## config.mk

```make
export PLATFORM = sky130hd
export DESIGN_NAME = axis_rr_arbiter_32
export DESIGN_NICKNAME = d
export VERILOG_FILES = /design/src/rtl/axis_rr_arbiter_32.sv
export SDC_FILE = /design/constraint.sdc
export NUM_CORES = 1
export LEC_CHECK = 0
export ABC_CLOCK_PERIOD_IN_PS = 2300
export BUFFER_PORTS_ARGS = -buffer_cell sky130_fd_sc_hd__buf_2
export CORE_MARGIN = 10
export CORE_UTILIZATION = 45
export CTS_CLUSTER_SIZE = 20
export DETAILED_ROUTE_END_ITERATION = 12
export PLACE_DENSITY_LB_ADDON = 0.08
export RECOVER_POWER = 50
export SYNTH_ARGS = -nofsm -noshare
export SYNTH_HDL_FRONTEND = slang
export SYNTH_SLANG_ARGS = --single-unit
```

## constraint.sdc

```tcl
create_clock -name aclk -period 2.3 [get_ports aclk]
set_input_delay 0.115 -clock aclk [delete_from_list [all_inputs] [get_ports aclk]]
set_output_delay 0.115 -clock aclk [all_outputs]
set_load 0.05 [all_outputs]
```

## src/rtl/axis_rr_arbiter_32.sv

```systemverilog
// ---------------------------------------------------------------------------
// axis_rr_arbiter_32
//   Packet-granular round-robin arbiter that merges N_SRC 32-bit AXI4-Stream
//   sources onto one fully registered AXI4-Stream output.
//
//   An IDLE cycle picks the first requesting source at or above rr_ptr,
//   wrapping around. The grant then holds in BUSY until that source's tlast
//   beat is accepted. rr_ptr then moves to the source after the winner.
//
// Ports
//   aclk, areset         : clock (rising edge), asynchronous active-high reset
//   s_axis_t*            : per-source stream inputs (arrays / vectors of N_SRC)
//   s_axis_tready        : per-source ready, only the granted source can be 1
//   m_axis_t*            : registered output stream
//   m_axis_tready        : downstream ready
//   grant_valid          : a packet grant is active
//   grant_id             : current or most recently granted source index
//   pkt_cnt              : packets completed (tlast accepted), wraps at 2^32
// ---------------------------------------------------------------------------
module axis_rr_arbiter_32 #(
    parameter int N_SRC   = 4,
    parameter int ID_BITS = (N_SRC > 1) ? $clog2(N_SRC) : 1
) (
    input  logic               aclk,
    input  logic               areset,
    input  logic [31:0]        s_axis_tdata [N_SRC],
    input  logic [3:0]         s_axis_tkeep [N_SRC],
    input  logic [N_SRC-1:0]   s_axis_tlast,
    input  logic [N_SRC-1:0]   s_axis_tvalid,
    output logic [N_SRC-1:0]   s_axis_tready,
    output logic [31:0]        m_axis_tdata,
    output logic [3:0]         m_axis_tkeep,
    output logic               m_axis_tlast,
    output logic               m_axis_tvalid,
    input  logic               m_axis_tready,
    output logic               grant_valid,
    output logic [ID_BITS-1:0] grant_id,
    output logic [31:0]        pkt_cnt
);

    typedef enum logic [0:0] {
        IDLE = 1'b0,
        BUSY = 1'b1
    } state_t;

    state_t             state_r;
    state_t             state_nxt_s;
    logic [ID_BITS-1:0] rr_ptr_r;
    logic [ID_BITS-1:0] grant_id_r;
    logic               grant_valid_r;
    logic [31:0]        pkt_cnt_r;
    logic [31:0]        m_tdata_r;
    logic [3:0]         m_tkeep_r;
    logic               m_tlast_r;
    logic               m_tvalid_r;

    logic               out_ready_s;
    logic               any_req_s;
    logic [ID_BITS-1:0] pick_s;
    logic               sel_valid_s;
    logic               sel_last_s;
    logic               grant_s;
    logic               accept_s;
    logic               done_s;

    // Lowest requesting index >= ptr wins; if none, the lowest index below
    // ptr wins, which is the modulo-N upward search from ptr.
    function automatic logic [ID_BITS-1:0] rr_pick(
        input logic [N_SRC-1:0]   req,
        input logic [ID_BITS-1:0] ptr
    );
        logic [ID_BITS-1:0] hi_idx;
        logic [ID_BITS-1:0] lo_idx;
        logic               hi_hit;
        hi_idx = {ID_BITS{1'b0}};
        lo_idx = {ID_BITS{1'b0}};
        hi_hit = 1'b0;
        for (int j = N_SRC - 1; j >= 0; j--) begin
            if (req[j]) begin
                if (ID_BITS'(j) >= ptr) begin
                    hi_idx = ID_BITS'(j);
                    hi_hit = 1'b1;
                end else begin
                    lo_idx = ID_BITS'(j);
                end
            end
        end
        return hi_hit ? hi_idx : lo_idx;
    endfunction

    // Wrap-around increment used to advance rr_ptr past the finished source.
    function automatic logic [ID_BITS-1:0] next_idx(input logic [ID_BITS-1:0] idx);
        logic [ID_BITS-1:0] nxt;
        if (idx == ID_BITS'(N_SRC - 1)) begin
            nxt = {ID_BITS{1'b0}};
        end else begin
            nxt = idx + ID_BITS'(1);
        end
        return nxt;
    endfunction

    assign out_ready_s = !m_tvalid_r || m_axis_tready;
    assign any_req_s   = |s_axis_tvalid;
    assign pick_s      = rr_pick(s_axis_tvalid, rr_ptr_r);
    assign sel_valid_s = s_axis_tvalid[grant_id_r];
    assign sel_last_s  = s_axis_tlast[grant_id_r];

    // State register.
    always_ff @(posedge aclk or posedge areset) begin
        if (areset) begin
            state_r <= IDLE;
        end else begin
            state_r <= state_nxt_s;
        end
    end

    // Next-state logic plus the grant / beat-accept / packet-done strobes.
    always_comb begin
        state_nxt_s = state_r;
        grant_s     = 1'b0;
        accept_s    = 1'b0;
        done_s      = 1'b0;
        case (state_r)
            IDLE: begin
                if (any_req_s) begin
                    grant_s     = 1'b1;
                    state_nxt_s = BUSY;
                end else begin
                    state_nxt_s = IDLE;
                end
            end
            BUSY: begin
                if (sel_valid_s && out_ready_s) begin
                    accept_s = 1'b1;
                    if (sel_last_s) begin
                        done_s      = 1'b1;
                        state_nxt_s = IDLE;
                    end else begin
                        state_nxt_s = BUSY;
                    end
                end else begin
                    state_nxt_s = BUSY;
                end
            end
            default: begin
                state_nxt_s = IDLE;
            end
        endcase
    end

    // Only the granted source sees ready, and only while BUSY. Because
    // state_r resets asynchronously, every ready is 0 while areset is high.
    always_comb begin
        s_axis_tready = {N_SRC{1'b0}};
        for (int i = 0; i < N_SRC; i++) begin
            if ((state_r == BUSY) && (grant_id_r == ID_BITS'(i))) begin
                s_axis_tready[i] = out_ready_s;
            end else begin
                s_axis_tready[i] = 1'b0;
            end
        end
    end

    // Grant bookkeeping: grant_id, grant_valid, rr_ptr and packet counter.
    // grant_id holds after the packet ends so it reports the last winner.
    always_ff @(posedge aclk or posedge areset) begin
        if (areset) begin
            rr_ptr_r      <= {ID_BITS{1'b0}};
            grant_id_r    <= {ID_BITS{1'b0}};
            grant_valid_r <= 1'b0;
            pkt_cnt_r     <= 32'd0;
        end else if (grant_s) begin
            grant_id_r    <= pick_s;
            grant_valid_r <= 1'b1;
        end else if (done_s) begin
            grant_valid_r <= 1'b0;
            rr_ptr_r      <= next_idx(grant_id_r);
            pkt_cnt_r     <= pkt_cnt_r + 32'd1;
        end else begin
            grant_valid_r <= grant_valid_r;
        end
    end

    // Output register: load on accept, drop valid once consumed, otherwise
    // hold so the beat stays stable under backpressure.
    always_ff @(posedge aclk or posedge areset) begin
        if (areset) begin
            m_tdata_r  <= 32'd0;
            m_tkeep_r  <= 4'd0;
            m_tlast_r  <= 1'b0;
            m_tvalid_r <= 1'b0;
        end else if (accept_s) begin
            m_tdata_r  <= s_axis_tdata[grant_id_r];
            m_tkeep_r  <= s_axis_tkeep[grant_id_r];
            m_tlast_r  <= sel_last_s;
            m_tvalid_r <= 1'b1;
        end else if (m_axis_tready) begin
            m_tvalid_r <= 1'b0;
        end else begin
            m_tvalid_r <= m_tvalid_r;
        end
    end

    assign m_axis_tdata  = m_tdata_r;
    assign m_axis_tkeep  = m_tkeep_r;
    assign m_axis_tlast  = m_tlast_r;
    assign m_axis_tvalid = m_tvalid_r;
    assign grant_valid   = grant_valid_r;
    assign grant_id      = grant_id_r;
    assign pkt_cnt       = pkt_cnt_r;

endmodule

```

* After elaboration in Yosys (flattened, before gate mapping)
Index checks and enable logic that the tools add are counted.
** Storage, ports and cells
- Bits in registers :: 76
- Latch bits :: 0
- Bits in writable memories :: 0
- Bits in read-only memories :: 0
- Input port bits :: 155
- Output and inout port bits :: 77
- Word-level logic and storage cells :: 89
- Memories :: 0
** Cells by class
- $add $sub $neg :: 2
- $mul :: 0
- Divide/modulo/power cells :: 0
- Order comparisons :: 6
- Eq/ne operators :: 3
- Shift operators :: 0
- Mux-type cells :: 54
- Bitwise gates (word level) :: 3
- Reduce and logical (&&, ||, !) cells :: 12
** Operators with widths (count)
- binary-select mux 32 bit (select 2 bit) :: 1
- 2-to-1 mux 32 bit :: 2
- 2-to-1 mux 2 bit :: 18
- adder 32 x 1 -> 32 bit (second input constant) :: 1
- 2-to-1 mux 1 bit :: 27
- binary-select mux 4 bit (select 2 bit) :: 1
- 2-to-1 mux 4 bit :: 2
- logical AND 1 bit :: 5
- binary-select mux 1 bit (select 2 bit) :: 2
- == test 2 bit (second input constant) :: 2
- greater-or-equal comparator 1 x 2 -> 1 bit (first input constant) :: 2
- greater-or-equal comparator 2 bit (first input constant) :: 2
- nonzero test 2 bit :: 2
- OR reduction 4 bit :: 1
- greater-or-equal comparator 3 bit (second input constant) :: 1
- less-than comparator 2 x 3 -> 1 bit (second input constant) :: 1
- inverter 2 -> 3 bit :: 1
- adder 2 x 1 -> 2 bit (second input constant) :: 1
- == test 2 x 1 -> 1 bit (second input constant) :: 1
- logical NOT 2 bit :: 1
- inverter 1 bit :: 2
- case mux 1 bit (2 select lines) :: 1
- AND reduction 2 bit :: 1
- logical NOT 1 bit :: 1
- logical OR 1 bit :: 1

* Depth between registers and ports, before layout
Gate-level depths: netlist of the first run.
- Word-level depth :: 10
- Depth in mapped cells :: 6
- Mapped depth without buffers :: 6

* Worst setup path after synthesis of the first run
OpenSTA, ideal clock, no wires.
- Kind :: flip-flop to flip-flop
- From :: reg grant_id_r[0], in the netlist grant_id[0]
- To :: reg m_tdata_r[10], in the netlist m_axis_tdata[10]
- Library setup time :: 128 ps
- Arrival :: 2213 ps
- Data required time :: 2172 ps
- Path slack :: -40 ps
- Cell stages (with the launch flop) :: 5
- Buffers on the path :: 2
- Clock period less this slack :: 2340 ps
- Path through :: dfrtp_1 > buf_2 > buf_2 > mux4_2 > mux2_1
** Between the ends
- Word-level cells in the longest chain between the ends :: 5
- Elaborated cells between the ends (all ways) :: 9
- Classes of those cells :: mux (7); bitwise (1); reduce/logical (1)
** RTL lines
- start, declared :: line 49 : logic [ID_BITS-1:0] grant_id_r;
- start signal, assigned :: line 169 : grant_id_r <= {ID_BITS{1'b0}};
- start signal, assigned :: line 173 : grant_id_r <= pick_s;
- binary-select mux 1 bit (select 2 bit) :: line 105 : assign sel_valid_s = s_axis_tvalid[grant_id_r];
- 2-to-1 mux 1 bit (not written as such) :: line 105
- logical AND 1 bit :: line 133 : if (sel_valid_s && out_ready_s) begin
- 2-to-1 mux 1 bit :: line 133
- 2-to-1 mux 1 bit :: line 123 : case (state_r)
- end signal, assigned :: line 193 : m_tdata_r <= s_axis_tdata[grant_id_r];
- end, declared :: line 52 : logic [31:0] m_tdata_r;
Parallel ways exist; a longest one is shown, timed or not. The select of a mux whose other input is x is not followed.
A chain may end at the register's enable or synchronous reset.

* Worst setup path after layout of the first run
- From :: reg pkt_cnt_r[10], in the netlist pkt_cnt[10]
- To :: reg pkt_cnt_r[22], in the netlist pkt_cnt[22]
** Between the ends
- Word-level cells in the longest chain between the ends :: 1
** RTL lines
- start, declared :: line 51 : logic [31:0] pkt_cnt_r;
- start signal, assigned :: line 178 : pkt_cnt_r <= pkt_cnt_r + 32'd1;
- adder 32 x 1 -> 32 bit :: line 178
No other way between the ends.

==> results of run 1 <==
## critical path: cells and delay by family (launching register included)
| family | cells | cell delay [ns] |
|---|---|---|
| AND/OR/NAND/NOR | 4 | 1.34 |
| flip-flops | 1 | 0.43 |
| XOR/XNOR | 1 | 0.15 |
## state kept, by name, summed over array words and instances (netlist names)
| name | count |
|---|---|
| grant_id | 2 |
| grant_valid | 1 |
| m_axis_tdata | 32 |
| m_axis_tkeep | 4 |
| m_axis_tlast | 1 |
| m_axis_tvalid | 1 |
| pkt_cnt | 32 |
| rr_ptr_r | 2 |
| state_r | 1 |
## routing by layer
metal | vias up | GRT usage (%) | share of wire, %
met2 | 140 | 33.7 | 52
met4 | 0 | 5.42 | 1.4
met1 | 1725 | 21.1 | 36
met5 | - | 0 | 0
li1 | 1602 | - | -
met3 | 18 | 8.79 | 10
## synthesized netlist by cell type
master     instances  share of area [%]
nor3_2             2               0.48
xnor2_1           25                5.3
or2_1              1               0.15
buf_2             10                1.2
mux2_2            12                3.3
inv_2              1              0.091
o31ai_1            1               0.18
and3_1            11                1.7
xor2_1             6                1.3
o21ai_0            2               0.24
inv_1              7               0.64
a21o_1             1               0.18
o21ai_1            1               0.12
nor4_2             2               0.60
nor4_1             1               0.15
o211ai_1           1               0.18
nand3_1           15                1.8
nand2_1           22                2.0
a21oi_1            2               0.24
o221ai_1           1               0.21
o32ai_1            1               0.21
nor2_1             6               0.54
nand4_1           10                1.5
mux2_1            24                6.5
ha_1               5                1.5
o22ai_1            1               0.15
buf_1              1              0.091
dfrtp_1           76                 46
nand2b_1           2               0.30
mux4_2            39                 21
a2bb2oi_1          1               0.21
and4_1             4               0.85
clkbuf_1           4               0.36
nor4_4             1               0.51
## cell families (layout without fill, tap and decap cells)
logic type,after synthesis,in the layout
AOI/OAI and AO/OA,12,12
xor gates and xnor gates,31,31
adders and majority gates,5,5
and+or+nand+nor,77,77
muxes,75,75
DFF,76,76
buffers and inverters,23,264
## path summary, 6_finish.rpt
kind | slack, ns | from | to
hold reg to reg | 0.48 | pkt_cnt[31]$_DFFE_PP0P_ | pkt_cnt[31]$_DFFE_PP0P_
setup / recovery | 0.27 | pkt_cnt[10]$_DFFE_PP0P_ | pkt_cnt[22]$_DFFE_PP0P_
max in group asynchronous | 0.48 | areset | rr_ptr_r[0]$_DFFE_PP0P_
setup reg to reg | 0.27 | pkt_cnt[10]$_DFFE_PP0P_ | pkt_cnt[22]$_DFFE_PP0P_
min in group asynchronous | 0.78 | areset | m_axis_tdata[16]$_DFFE_PP0P_
hold / removal | 0.14 | s_axis_tvalid[2] | grant_id[1]$_DFFE_PP0P_
## power groups by stage
stage                     registers, mW  logic (mW)  clock network [mW]
after floorplan                    3.50        1.76                   0
after global placement             2.08        4.26                   0
after detailed placement           2.10        4.28                   0
after CTS                          2.08        4.29                1.39
after global routing               2.15        4.38                1.45
final                              2.09        4.10                1.37
## repair_timing
action,in CTS,in global routing
gates resized for setup,0,0
hold buffers,1,0
hold endpoints to repair,38,0
## area by class of cell
class	count	area, um2
Multi-Input combinational cell	200	2140
Fill cell	776	3200
Clock inverter	4	120
Clock buffer	11	151
Tap cell	108	135
Inverter	8	30.0
Sequential cell	76	1900
Timing Repair Buffer	241	1170
## through the flow
stage	setup WS [ns]	area [um2]	utilization [%]	power (mW)	cells
floorplan	0.0318	4140	-	5.27	299
global placement	0.357	5450	61.6	6.33	632
detailed placement	0.294	5450	61.6	6.38	632
CTS	0.281	5730	64.7	7.76	648
global route	0.123	5650	63.9	7.97	648
finish	0.275	5650	63.9	7.56	648
==> flow_metrics.env, run 1 <==
export IMPL_status="finished, violations left"
export IMPL_violations="max-capacitance violations, max-slew violations"
export IMPL_synthAdderAreaFrac_pct=1.51
export IMPL_switching_share_pct=46.4
export IMPL_crit_arrival_ns=2.27
export IMPL_netSwitchingPower_mw=3.51
export IMPL_path_clk_slew_ns=0.08
export IMPL_route_detailed_drc=0
export IMPL_final_cell_mix="buf_2, dfrtp_1, clkbuf_1, mux4_2, xnor2_1"
export IMPL_drtAntennaViolNets=0
export IMPL_grt_max_degree=42
export IMPL_area_delta_synth_final_pct=36.7
export IMPL_drv_slew=42
export IMPL_synth_compound_area_share_pct=1.94
export IMPL_coreArea_um2=8850
export IMPL_synth_seq_area_share_pct=46.0
export IMPL_yosys_register_bits=76
export IMPL_ir_worst_vdd_uv=697
export IMPL_worstSetupPathType="reg2reg"
export IMPL_critPathLaunchType="flip-flop"
export IMPL_worstMarginPinSlew_ns=1.52
export IMPL_dp_hpwl_mm=11.1
export IMPL_synthMuxAreaShare_pct=31.0
export IMPL_syn_nets=459
export IMPL_synth_xor_area_share_pct=6.56
export IMPL_min_path_cells=3
export IMPL_p_per_area_nw_per_um2=1340
export IMPL_gr_total_overflow=0
export IMPL_critPathRequiredTime_ns=2.54
export IMPL_p_seq_share_pct=27.7
export IMPL_fmax_mhz=494
export IMPL_postRouteWirelength_mm=13.2
export IMPL_grt_usage_pct=19.5
export IMPL_drive_above_1_share_pct=48.0
export IMPL_postCtsSetupBuffers=0
export IMPL_setup_violations=0
export IMPL_vias_per_cell=5.38
export IMPL_vias=3485
export IMPL_grt_pass1_vias=3905
export IMPL_synth_cell_types=34
export IMPL_slew_headroom_pct=-1.73
export IMPL_cp_end_kind="flip-flop"
export IMPL_worstSkewPairLatency_ns=0.35
export IMPL_yosys_area_share_simple_pct=10.6
export IMPL_crit_top_cell="nand4_1"
export IMPL_clock_skew_ns=0.0136
export IMPL_final_common_cell="buf_2"
export IMPL_power_internal_mw=4.05
export IMPL_gp_congestion=0.820
export IMPL_power_frac_comb_pct=54.2
export IMPL_syn_inst=299
export IMPL_synth_warnings=0
export IMPL_root_buffer="clkbuf_8"
export IMPL_cts_sinks=76
export IMPL_drt_iter0_drc=139
export IMPL_syn_area_um2=4140
export IMPL_grt_pass1_wl_mm=20.4
export IMPL_row_count=34
export IMPL_htree_levels=3
export IMPL_slowest_delay_ns=0.59
export IMPL_fin_nets=696
export IMPL_clockBufferDepth=2
export IMPL_top_level_ports=232
export IMPL_rsz0062_at_grt="false"
export IMPL_slowest_stage="nor4_2"
export IMPL_timing_hold_ws_ns=0.140
export IMPL_reg2reg_depth=5
export IMPL_leakage_nw=2.68
export IMPL_crit_fanout=5
export IMPL_initial_core_util_pct=46.7
export IMPL_io_buffers=231
export IMPL_die_h_um=116
export IMPL_min_period_over_period_pct=88.1
export IMPL_period_minus_slack_ns=2.03
export IMPL_antenna_found_initial=1
export IMPL_crit_chain="and4_1 > nand4_1 > nor4_2 > nand4_1 > xnor2_1"
export IMPL_min_path_type="in2reg"
export IMPL_hold_violations=0
export IMPL_drv_cap=1
export IMPL_dieArea_um2=13400
export IMPL_die_w_um=116
export IMPL_antenna_cells=0
export IMPL_power_share_clock_pct=18.1
export IMPL_cts_buffers_inserted=9
export IMPL_wl_per_cell_um=20.4
export IMPL_first_pass_iters=4
export IMPL_avgSynthCellArea_um2=13.8
export IMPL_synth_top_family_by_area="multiplexers"
export IMPL_cts_tree="done"
export IMPL_setup_tns_ns=0
(Power assumes the default switching activity.)
==> run 2: changes to the inputs <==
--- a/config.mk
+++ b/config.mk
@@ -7,7 +7,7 @@
 export LEC_CHECK = 0
 export ABC_CLOCK_PERIOD_IN_PS = 2300
 export BUFFER_PORTS_ARGS = -buffer_cell sky130_fd_sc_hd__buf_2
-export CORE_MARGIN = 10
+export CORE_MARGIN = 2
 export CORE_UTILIZATION = 45
 export CTS_CLUSTER_SIZE = 20
 export DETAILED_ROUTE_END_ITERATION = 12
==> run 2 against run 1 <==
Compared with the run above: the flow now finishes without violations; hold slack worse by 0.021 ns; count of clock-buffer cells in the layout up 1; critical path type unchanged; sequential cell count unchanged; design area is essentially flat; via count down 0.37%; critical path depth unchanged; clock power is 8% lower.
==> flow_metrics.env, run 2 (synthesis results as in run 1) <==
export IMPL_worstSkewPairLatency_ns=0.34
export IMPL_ir_worst_vdd_uv=662
export IMPL_initial_core_util_pct=47.0
export IMPL_vias=3472
export IMPL_grt_use_met2_pct=37.6
export IMPL_power_internal_mw=3.97
export IMPL_io_buffers=231
export IMPL_setup_violations=0
export IMPL_cts_buffers_inserted=9
export IMPL_final_cell_mix="buf_2, dfrtp_1, mux4_2, clkbuf_1, xnor2_1"
export IMPL_final_common_cell="buf_2"
export IMPL_min_period_over_period_pct=88.0
export IMPL_cts_tree="done"
export IMPL_gr_total_overflow=0
export IMPL_hold_end="grant_id[0]$_DFFE_PP0P_"
export IMPL_p_per_area_nw_per_um2=1310
export IMPL_clock_skew_ns=0.00851
export IMPL_drive_above_1_share_pct=51.5
export IMPL_clockBufferDepth=2
export IMPL_slowest_stage="mux4_2"
export IMPL_root_buffer="clkbuf_8"
export IMPL_met1_usage_pct=28.9
export IMPL_gp_congestion=0.832
export IMPL_grt_max_degree=47
export IMPL_netSwitchingPower_mw=3.46
export IMPL_min_path_type="in2reg"
export IMPL_fmax_mhz=494
export IMPL_grtUsageMet3_pct=5.99
export IMPL_r2r_slack_ns=0.28
export IMPL_reg2reg_from="grant_id[0]$_DFFE_PP0P_"
export IMPL_grt_pass1_wl_mm=17.7
export IMPL_rsz0062_at_grt="false"
export IMPL_leakage_nw=2.74
export IMPL_cp_end_kind="flip-flop"
export IMPL_period_minus_slack_ns=2.02
export IMPL_fin_nets=695
export IMPL_p_seq_share_pct=28.3
export IMPL_slew_headroom_pct=12.0
export IMPL_grt_usage_pct=22.7
export IMPL_setup_tns_ns=0
export IMPL_critPathRequiredTime_ns=2.52
export IMPL_critPathLaunchType="flip-flop"
export IMPL_path_clk_slew_ns=0.08
export IMPL_crit_chain="inv_2 > mux4_2 > nor3_2 > nand3_1 > xnor2_1"
export IMPL_cp_num_buf_inv=1
export IMPL_route_detailed_drc=0
export IMPL_finalInstanceArea_um2=5660
export IMPL_grt_pass1_vias=3596
export IMPL_postRouteWirelength_mm=11.2
export IMPL_postCtsSetupBuffers=0
export IMPL_drt_iter0_drc=141
export IMPL_ctsHoldBuffers=1
export IMPL_power_share_clock_pct=16.9
export IMPL_switching_share_pct=46.6
export IMPL_drv_slew=0
export IMPL_drv_cap=0
export IMPL_dp_hpwl_mm=8.99
export IMPL_status="completed"
export IMPL_crit_fanout=6
export IMPL_min_delay_start="s_axis_tvalid[3]"
export IMPL_die_h_um=99.9
export IMPL_crit_arrival_ns=2.24
export IMPL_row_count=34
export IMPL_first_pass_iters=4
export IMPL_area_delta_synth_final_pct=36.8
export IMPL_slowest_delay_ns=0.56
export IMPL_r2r_end="pkt_cnt[11]$_DFFE_PP0P_"
export IMPL_power_frac_comb_pct=54.7
export IMPL_antenna_found_initial=2
export IMPL_crit_cells=5
export IMPL_dieArea_um2=9980
export IMPL_coreArea_um2=8810
export IMPL_vias_per_cell=5.35
export IMPL_reg2reg_depth=5
export IMPL_worstSetupPathType="reg2reg"
export IMPL_cts_sinks=76
export IMPL_grt_busiest_layer="met2"
export IMPL_htree_levels=3
export IMPL_top_level_ports=232
export IMPL_die_w_um=99.9
export IMPL_wl_per_cell_um=17.2
export IMPL_crit_start="grant_id[0]$_DFFE_PP0P_"
export IMPL_placed_cell_area_um2=5450
export IMPL_drtAntennaViolNets=0
export IMPL_worstMarginPinSlew_ns=1.31
export IMPL_path_delay_family="simple AND/OR/NAND/NOR gates"
export IMPL_hold_violations=0
export IMPL_min_path_cells=3
export IMPL_cts_resized=0
## run 2: area by class of cell
type	count	area, um2
Multi-Input combinational cell	200	2140
Fill cell	751	3150
Sequential cell	76	1900
Tap cell	108	135
Clock inverter	4	95.1
Inverter	8	31.3
Antenna cell	1	2.50
Clock buffer	12	155
Timing Repair Buffer	240	1190
## run 2: worst max path at each step
stage,to,slack (ns)
5_1_grt,grant_id[1]$_DFFE_PP0P_,0.06
3_5_place_dp,pkt_cnt[11]$_DFFE_PP0P_,0.29
4_1_cts,pkt_cnt[11]$_DFFE_PP0P_,0.24
2_1_floorplan,m_axis_tdata[5]$_DFFE_PP0P_,0.03
3_3_place_gp,pkt_cnt[22]$_DFFE_PP0P_,0.38
6_report,pkt_cnt[11]$_DFFE_PP0P_,0.28
## run 2: metrics by stage
stage | setup WS (ns) | power (mW) | utilization [%] | std cells | hold slack (ns)
after CTS | 0.244 | 7.61 | 64.9 | 648 | 0.102
after detailed placement | 0.287 | 6.34 | 61.9 | 631 | 0.175
final | 0.276 | 7.42 | 64.2 | 649 | 0.118
after global routing | 0.0571 | 7.83 | 64.2 | 649 | 0.164
after floorplan | 0.0318 | 5.27 | - | 299 | 0.269
after global placement | 0.377 | 6.26 | 61.9 | 631 | 0.171
## run 2: power by group through the flow
stage | combinational, mW | sequential (mW) | clock (mW)
2_1_floorplan | 1.76 | 3.50 | 0
3_3_place_gp | 4.17 | 2.09 | 0
3_5_place_dp | 4.22 | 2.11 | 0
4_1_cts | 4.23 | 2.10 | 1.29
5_1_grt | 4.32 | 2.17 | 1.34
6_report | 4.06 | 2.10 | 1.26
## run 2: worst register-to-register path, delay by kind of cell, from the launching register on
kind | cells | cell delay [ns]
xor+xnor | 1 | 0.17
buf+inv | 1 | 0.11
flops | 1 | 0.46
mux | 1 | 0.56
simple gates | 2 | 0.61
## run 2: metal layers
| layer | wire length, um | vias to the layer above |
|---|---|---|
| met2 | 5760 | 152 |
| li1 | - | 1596 |
| met3 | 760 | 23 |
| met5 | 13 | - |
| met4 | 252 | 2 |
| met1 | 4390 | 1699 |
